===== src/rtl/wasca_trace_recorder_pkg.sv =====
// -----------------------------------------------------------------------------
// wasca_trace_pkg
// Shared types and constants for the bus-trace recorder.
//   state_t      : recorder control states
//   *_DEF        : default address / event / timestamp widths
//   MEM_WORDS    : depth of the trace memory fed by the recorder
//   pack_entry() : builds one 64-bit trace word {timestamp, event}
// -----------------------------------------------------------------------------
package wasca_trace_pkg;

  localparam int ADDR_W_DEF = 9;
  localparam int EVT_W_DEF  = 48;
  localparam int TS_W_DEF   = 16;
  localparam int WORD_W     = TS_W_DEF + EVT_W_DEF;
  localparam int MEM_WORDS  = 512;

  typedef enum logic [1:0] {
    ST_IDLE    = 2'd0,
    ST_CAPTURE = 2'd1,
    ST_DRAIN   = 2'd2,
    ST_DONE    = 2'd3
  } state_t;

  // Timestamp occupies the upper bits so a memory dump sorts naturally by time.
  function automatic logic [WORD_W-1:0] pack_entry(input logic [TS_W_DEF-1:0]  ts,
                                                   input logic [EVT_W_DEF-1:0] evt);
    return {ts, evt};
  endfunction

endpackage


===== src/rtl/wasca_trace_recorder_fifo.sv =====
// -----------------------------------------------------------------------------
// wasca_trace_fifo
// Small synchronous skid FIFO between event capture and the trace memory
// write port. Head is combinational so the write port sees the oldest entry
// in the same cycle it becomes available.
//   clk, reset_n : clock, asynchronous active-low reset
//   push, wdata  : enqueue (ignored when full unless a pop happens too)
//   pop          : dequeue head (ignored when empty)
//   flush        : drop all entries; takes priority over push/pop
//   head         : oldest entry
//   full, empty  : status
//   occupancy    : number of stored entries (0..DEPTH)
// -----------------------------------------------------------------------------
module wasca_trace_fifo #(
  parameter int DEPTH = 4,
  parameter int WIDTH = 64
) (
  input  logic                     clk,
  input  logic                     reset_n,
  input  logic                     push,
  input  logic [WIDTH-1:0]         wdata,
  input  logic                     pop,
  input  logic                     flush,
  output logic [WIDTH-1:0]         head,
  output logic                     full,
  output logic                     empty,
  output logic [$clog2(DEPTH):0]   occupancy
);

  localparam int PW = $clog2(DEPTH);
  localparam logic [PW:0] FULL_OCC = (PW+1)'(DEPTH);

  logic [WIDTH-1:0] store [DEPTH];
  logic [PW-1:0]    rd_ptr_reg;
  logic [PW-1:0]    wr_ptr_reg;
  logic [PW:0]      occ_reg;
  logic             do_push;
  logic             do_pop;

  assign empty     = (occ_reg == '0);
  assign full      = (occ_reg == FULL_OCC);
  assign occupancy = occ_reg;
  assign head      = store[rd_ptr_reg];

  assign do_pop  = pop && !empty;
  // A pop in the same cycle frees the slot, so a full FIFO can still accept.
  assign do_push = push && (!full || do_pop);

  always_ff @(posedge clk or negedge reset_n) begin
    if (!reset_n) begin
      rd_ptr_reg <= '0;
      wr_ptr_reg <= '0;
      occ_reg    <= '0;
    end else if (flush) begin
      rd_ptr_reg <= '0;
      wr_ptr_reg <= '0;
      occ_reg    <= '0;
    end else begin
      if (do_push) wr_ptr_reg <= wr_ptr_reg + 1'b1;
      if (do_pop)  rd_ptr_reg <= rd_ptr_reg + 1'b1;
      case ({do_push, do_pop})
        2'b10:   occ_reg <= occ_reg + 1'b1;
        2'b01:   occ_reg <= occ_reg - 1'b1;
        default: ;
      endcase
    end
  end

  // Storage is reset so the write-data bus reads zero out of reset.
  always_ff @(posedge clk or negedge reset_n) begin
    if (!reset_n) begin
      for (int i = 0; i < DEPTH; i++) store[i] <= '0;
    end else if (do_push && !flush) begin
      store[wr_ptr_reg] <= wdata;
    end
  end

endmodule


===== src/rtl/wasca_trace_recorder.sv =====
// -----------------------------------------------------------------------------
// wasca_trace_recorder
// Timestamps bus-trace events and writes them as {ts, event} words into the
// on-chip trace memory through an Avalon-MM write port.
//   clk, reset_n          : clock, asynchronous active-low reset
//   evt_valid, evt_data   : incoming trace event (max one per cycle)
//   ctrl_start/stop/clear : control pulses from the register block
//   ctrl_wrap             : 1 = circular buffer, 0 = stop when full
//   mem_*                 : Avalon write master into the trace memory
//   st_*                  : status back to the register block
// -----------------------------------------------------------------------------
module wasca_trace_recorder
  import wasca_trace_pkg::*;
#(
  parameter int ADDR_W     = ADDR_W_DEF,
  parameter int EVT_W      = EVT_W_DEF,
  parameter int TS_W       = TS_W_DEF,
  parameter int FIFO_DEPTH = 4
) (
  input  logic                clk,
  input  logic                reset_n,
  input  logic                evt_valid,
  input  logic [EVT_W-1:0]    evt_data,
  input  logic                ctrl_start,
  input  logic                ctrl_stop,
  input  logic                ctrl_clear,
  input  logic                ctrl_wrap,
  output logic [ADDR_W-1:0]   mem_address,
  output logic                mem_chipselect,
  output logic                mem_write,
  output logic [7:0]          mem_byteenable,
  output logic [63:0]         mem_writedata,
  input  logic                mem_waitrequest,
  output logic                st_busy,
  output logic                st_done,
  output logic [ADDR_W-1:0]   st_wr_ptr,
  output logic [ADDR_W:0]     st_count,
  output logic                st_wrapped,
  output logic [15:0]         st_drops
);

  localparam int WORDS = 2**ADDR_W;
  localparam int OCC_W = $clog2(FIFO_DEPTH) + 1;

  state_t              state_reg;
  state_t              state_next;
  logic                wrap_reg;
  logic [TS_W-1:0]     ts_reg;
  logic [ADDR_W-1:0]   wr_ptr_reg;
  logic [ADDR_W:0]     count_reg;
  logic                wrapped_reg;
  logic [15:0]         drops_reg;

  logic [63:0]         fifo_head;
  logic                fifo_full;
  logic                fifo_empty;
  logic [OCC_W-1:0]    fifo_occ;

  logic                wr_done;
  logic                start_cmd;
  logic                evt_seen;
  logic                evt_accept;
  logic                evt_drop;
  logic                mem_limit;
  logic [ADDR_W+1:0]   reserved;

  // Words already in memory plus words still queued; in stop-when-full mode
  // this must never exceed the memory depth.
  assign reserved  = {1'b0, count_reg} + (ADDR_W+2)'(fifo_occ);
  assign mem_limit = !wrap_reg && (reserved >= (ADDR_W+2)'(WORDS));

  assign wr_done   = mem_write && !mem_waitrequest;
  assign start_cmd = ctrl_start && !ctrl_clear &&
                     ((state_reg == ST_IDLE) || (state_reg == ST_DONE));

  // The clear cycle discards the incoming event outright: the FIFO is being
  // flushed, so neither an accept nor a drop would mean anything.
  assign evt_seen   = evt_valid && (state_reg == ST_CAPTURE) && !ctrl_clear;
  assign evt_accept = evt_seen && (!fifo_full || wr_done) && !mem_limit;
  assign evt_drop   = evt_seen && !evt_accept;

  wasca_trace_fifo #(
    .DEPTH (FIFO_DEPTH),
    .WIDTH (64)
  ) u_fifo (
    .clk       (clk),
    .reset_n   (reset_n),
    .push      (evt_accept),
    .wdata     (pack_entry(ts_reg, evt_data)),
    .pop       (wr_done),
    .flush     (ctrl_clear),
    .head      (fifo_head),
    .full      (fifo_full),
    .empty     (fifo_empty),
    .occupancy (fifo_occ)
  );

  // ---------------- FSM: state register ----------------
  always_ff @(posedge clk or negedge reset_n) begin
    if (!reset_n) state_reg <= ST_IDLE;
    else          state_reg <= state_next;
  end

  // ---------------- FSM: next state ----------------
  always_comb begin
    state_next = state_reg;
    if (ctrl_clear) begin
      state_next = ST_IDLE;
    end else begin
      case (state_reg)
        ST_IDLE:    if (ctrl_start) state_next = ST_CAPTURE;
        ST_CAPTURE: if (ctrl_stop || mem_limit) state_next = ST_DRAIN;
        ST_DRAIN:   if (fifo_empty) state_next = ST_DONE;
        ST_DONE:    if (ctrl_start) state_next = ST_CAPTURE;
        default:    state_next = ST_IDLE;
      endcase
    end
  end

  // ---------------- FSM: outputs ----------------
  always_comb begin
    st_busy   = 1'b0;
    st_done   = 1'b0;
    mem_write = 1'b0;
    case (state_reg)
      ST_CAPTURE, ST_DRAIN: begin
        st_busy   = 1'b1;
        mem_write = !fifo_empty;
      end
      ST_DONE: st_done = 1'b1;
      default: ;
    endcase
  end

  // ---------------- datapath / status ----------------
  always_ff @(posedge clk or negedge reset_n) begin
    if (!reset_n) begin
      wrap_reg    <= 1'b0;
      ts_reg      <= '0;
      wr_ptr_reg  <= '0;
      count_reg   <= '0;
      wrapped_reg <= 1'b0;
      drops_reg   <= '0;
    end else if (start_cmd) begin
      wrap_reg    <= ctrl_wrap;
      ts_reg      <= '0;
      wr_ptr_reg  <= '0;
      count_reg   <= '0;
      wrapped_reg <= 1'b0;
      drops_reg   <= '0;
    end else begin
      if (state_reg == ST_CAPTURE) ts_reg <= ts_reg + 1'b1;
      // A write completing in a clear cycle still lands in memory, so the
      // pointer tracks it regardless of ctrl_clear.
      if (wr_done) begin
        wr_ptr_reg <= wr_ptr_reg + 1'b1;
        if (count_reg != (ADDR_W+1)'(WORDS)) count_reg <= count_reg + 1'b1;
        // Rolling over after exactly filling in stop mode overwrites nothing,
        // so only circular mode reports a wrap.
        if (wrap_reg && (wr_ptr_reg == '1)) wrapped_reg <= 1'b1;
      end
      if (evt_drop && (drops_reg != 16'hFFFF)) drops_reg <= drops_reg + 1'b1;
    end
  end

  assign mem_address    = wr_ptr_reg;
  assign mem_chipselect = mem_write;
  assign mem_byteenable = 8'hFF;
  assign mem_writedata  = fifo_head;

  assign st_wr_ptr  = wr_ptr_reg;
  assign st_count   = count_reg;
  assign st_wrapped = wrapped_reg;
  assign st_drops   = drops_reg;

endmodule


===== config.mk =====
export PLATFORM = sky130hd
export DESIGN_NAME = wasca_trace_recorder
export DESIGN_NICKNAME = d
export VERILOG_FILES = /design/src/rtl/wasca_trace_recorder_pkg.sv /design/src/rtl/wasca_trace_recorder_fifo.sv /design/src/rtl/wasca_trace_recorder.sv
export SDC_FILE = /design/constraint.sdc
export NUM_CORES = 1
export LEC_CHECK = 0
export ABC_CLOCK_PERIOD_IN_PS = 3600
export BUFFER_PORTS_ARGS = -buffer_cell sky130_fd_sc_hd__clkbuf_2
export CAP_MARGIN = 30
export CORE_UTILIZATION = 58
export DETAILED_ROUTE_END_ITERATION = 16
export PLACE_DENSITY = 0.91
export RECOVER_POWER = 50
export SLEW_MARGIN = 0
export SYNTH_ARGS = -nofsm -noshare
export SYNTH_HDL_FRONTEND = slang
export SYNTH_SLANG_ARGS = --single-unit

===== constraint.sdc =====
create_clock -name clk -period 3.6 [get_ports clk]
set_input_delay 0.36 -clock clk [delete_from_list [all_inputs] [get_ports clk]]
set_output_delay 0.36 -clock clk [all_outputs]
set_load 0.005 [all_outputs]

==> reports/qor.log <==
qor: outcome.status finished with violations
qor: outcome.violations capacitance limit, slew limit
qor: setup_path.cp_launch_type flop
qor: logic_synthesis.post_synth_instance_area 14,700 sq um
qor: sta.max_slew_violation_count 108
qor: sta.final-setup-viol-count 0
qor: setup_path.max_stage_delay 440 ps
qor: placed_design.buffer_ports.inserted 168
qor: power.peak_supply_drop 0.436 mV
qor: logic_synthesis.synth_edf_count 0
qor: sta.timing.slew.headroom -0.679
qor: finish.layout.cells.most_common sky130_fd_sc_hd__dfrtp_1
qor: setup_path.critical_path_capture_point_type flop
qor: sta.rsz0062_at_grt no
qor: logic_synthesis.post_synth_inst_count 996
qor: logic_synthesis.parity_gate_share_of_the_synthesized_area_counting_xor_and_xnor_cells 0.0155
qor: grt.global_route.usage.met3 0.0413
qor: setup_path.ff2ff_setup_slack 510 ps
qor: sta.report.final.hold_viol_count 0
qor: routing.routed_via_density 5.89
qor: floorplanning.floorplan.die_area 25,900 sq um
qor: clock_tree.clock-sinks 318
qor: grt.grt_pass1_vias 9,595
qor: clock_tree.cts_root_buf sky130_fd_sc_hd__clkbuf_16
qor: finish.largest_register_ff_count 256
qor: floorplanning.die-width 161 um
qor: logic_synthesis.synth-adder-area-share 0.0164
qor: finish.mostFrequentLayoutCells 316 x sky130_fd_sc_hd__dfrtp_1, 261 x sky130_fd_sc_hd__mux2_2, 152 x sky130_fd_sc_hd__clkbuf_2
qor: min_path.min_path_type in2reg
qor: finish.num-nets-final 1,225
qor: grt.grt_util_met1 0.326
qor: grt.grt-ovfl-total 0
qor: clock_tree.clock_latency 510 ps
qor: logic_synthesis.synth_sequential_area_ratio 0.543
qor: setup_path.worst-endpoint-required 3980 ps
qor: clock_tree.postCtsSetupRepairBufs 0
qor: routing.wl_per_cell 20.1 um
qor: floorplanning.die_h 161 um
qor: floorplanning.num_rows 57
qor: setup_path.crit_chain ha_1, fa_1, nor4bb_1, nand2_1, nor2_1, o31a_1, nor2b_1, fa_1, nor2b_1, mux2i_1, mux2_2
qor: setup_path.crit_path_max_fanout 8
qor: routing.detail_route.first_pass.iterations 4
qor: grt.global_route_wire_length_before_repair 50,200 um
qor: clock_tree.cts.htree.levels 2
qor: grt.grt_start_max_net_pins 111
qor: finish.final_layout_size_suffix_gt1_frac 0.472
qor: grt.grt_antenna_before_repair 0
qor: routing.drt-initial-drc-count 436
qor: setup_path.critical-path-top-delay-family adder cells
qor: finish.regArea 7960 sq um
qor: setup_path.buffering_stage_count_on_the_worst_path_with_inverters_included 0
qor: clock_tree.tritoncts done
qor: sta.least_margin_pin_slew 2520 ps
qor: finish.area_delta_synth_final 14.1%
qor: grt.global_route.peak_usage_layer met2
qor: floorplanning.io_pins 177
qor: sta.final_hold_slack 54.8 ps
qor: logic_synthesis.synthArstFlopShare 1.00
qor: sta.finClkSkew 14.1 ps
qor: finish.antennaDiodeCount 0
qor: routing.via_count 8,824
qor: routing.totalWireLength 30,100 um
qor: logic_synthesis.synth_top_family_by_area multiplexers
qor: power.power.density 642 nW/um^2
qor: floorplanning.core_region_area 24,500 sq um
qor: setup_path.worst_path_max_delay_cell sky130_fd_sc_hd__dfrtp_1
qor: logic_synthesis.ys.warnings.count 0
qor: clock_tree.inserted_clock_buffers 34
qor: run.max_cap_violations 1
qor: sta.fin_tns_setup 0 ps
qor: finish.multi_input_area 6110 sq um
qor: routing.drcViolationCount 0
qor: logic_synthesis.avgSynthCellArea 14.7 sq um
qor: floorplanning.start_util 0.598
qor: sta.maxClockFrequency 0.323 GHz
qor: power.leakagePower 7.91 nW
qor: logic_synthesis.synth_mux_area_frac 0.302
qor: placed_design.place_congestion 0.797
qor: sta.layout_min_cycle_time 3090 ps
qor: setup_path.crit_type reg2reg
qor: clock_tree.clock_path_buffers 3
qor: grt.global_route_met2_utilization 0.412
qor: finish.num-fill-cells 1,688
qor: setup_path.worstPathArrival 3480 ps
qor: placed_design.post_detail_place_hpwl 18,400 um
qor: logic_synthesis.synth_simple_gate_area_frac 0.0556
qor: routing.postRouteAntennaNets 0
qor: sta.layout_worst_path_cycle_share 0.859
qor: logic_synthesis.ys.flop_type sky130_fd_sc_hd__dfrtp_1
qor: clock_tree.clk_pin_slew 60 ps
qor: logic_synthesis.synth_cell_types 46
qor: grt.gr-usage-all-layers 0.242
qor: logic_synthesis.synth_compound_area_frac 0.0252
qor: logic_synthesis.ys_ff_latch 318
[layer usage]
| layer | vias up | wire length [um] |
|---|---|---|
| li1 | 3938 | - |
| met4 | 0 | 474 |
| met1 | 4634 | 13100 |
| met3 | 42 | 1300 |
| met2 | 210 | 15200 |
| met5 | - | 0 |
[final timing paths]
check                                              from                               to  depth (start not counted)
setup / recovery                st_count[0]$_DFFE_PN0P_  u_fifo.occupancy[2]$_DFFE_PN0P_                         11
hold / removal                                ctrl_wrap             wrap_reg$_DFFE_PN0P_                          3
setup reg to reg                st_count[0]$_DFFE_PN0P_  u_fifo.occupancy[2]$_DFFE_PN0P_                         11
hold reg to reg            u_fifo.store[59]$_DFFE_PN0P_     u_fifo.store[59]$_DFFE_PN0P_                          1
max in group asynchronous                       reset_n           ts_reg[15]$_DFFE_PN0P_                          2
min in group asynchronous                       reset_n    u_fifo.store[145]$_DFFE_PN0P_                          2
[metrics by stage]
stage | setup slack [ps] | cell area (sq um) | total power [W] | util | cells
after detailed placement | 551 | 15700 | 0.00735 | 0.638 | 1438
after CTS | 529 | 16800 | 0.0108 | 0.684 | 1499
after global routing | 266 | 16700 | 0.0113 | 0.682 | 1499
final | 507 | 16700 | 0.0107 | 0.682 | 1499
after global placement | 598 | 15700 | 0.00718 | 0.638 | 1438
after floorplan | 272 | 14700 | 0.00639 | - | 1003
[power breakdown]
part           total (W)  leakage, nW  switching (W)  internal (W)
clock network    0.00342        0.551        0.00137       0.00205
logic            0.00246         3.08        0.00102       0.00144
registers        0.00485         4.29       0.000507       0.00435
[repair_timing]
action / CTS / global route
resized for setup: 0 / 0
hold endpoints to repair: 105 / 0
hold buffers: 1 / 0
[area by class of cell]
class	instances	share of cell area
multi-input combinational	595	0.365
timing repair buffer	190	0.0660
inverter	12	0.00269
sequential	318	0.476
clock inverter	10	0.00471
tap	324	0.0242
clock buffer	50	0.0613
[worst min-delay path, cell delays in order]
cell and delay (ps):
sky130_fd_sc_hd__clkbuf_2 70, sky130_fd_sc_hd__nand2_1 40, sky130_fd_sc_hd__nand2_1 50
[cells in the mapped netlist, types with 16 or more instances]
| cell | count | area, sq um |
|---|---|---|
| sky130_fd_sc_hd__dfrtp_1 | 318 | 7960 |
| sky130_fd_sc_hd__mux2_2 | 261 | 2940 |
| sky130_fd_sc_hd__mux4_2 | 64 | 1440 |
| sky130_fd_sc_hd__nor2_1 | 40 | 150 |
| sky130_fd_sc_hd__buf_6 | 29 | 327 |
| sky130_fd_sc_hd__a21oi_1 | 22 | 110 |
| sky130_fd_sc_hd__nand2_1 | 22 | 82.6 |
| sky130_fd_sc_hd__nand3_1 | 21 | 105 |
| sky130_fd_sc_hd__buf_4 | 18 | 135 |
| sky130_fd_sc_hd__clkbuf_1 | 18 | 67.6 |
| sky130_fd_sc_hd__xor2_1 | 17 | 149 |
| sky130_fd_sc_hd__ha_1 | 16 | 200 |
[cell families (layout without fill, tap and decap cells)]
group,count (synthesis),in the layout
flip-flops,318,318
adder cells (fa/ha/maj),18,18
AND/OR/NAND/NOR,154,154
other,1,8
buffers and inverters,90,262
XOR/XNOR,26,26
AO/OA/AOI/OAI,60,60
multiplexers,329,329
Note: power is estimated with default switching activity, not from simulation.
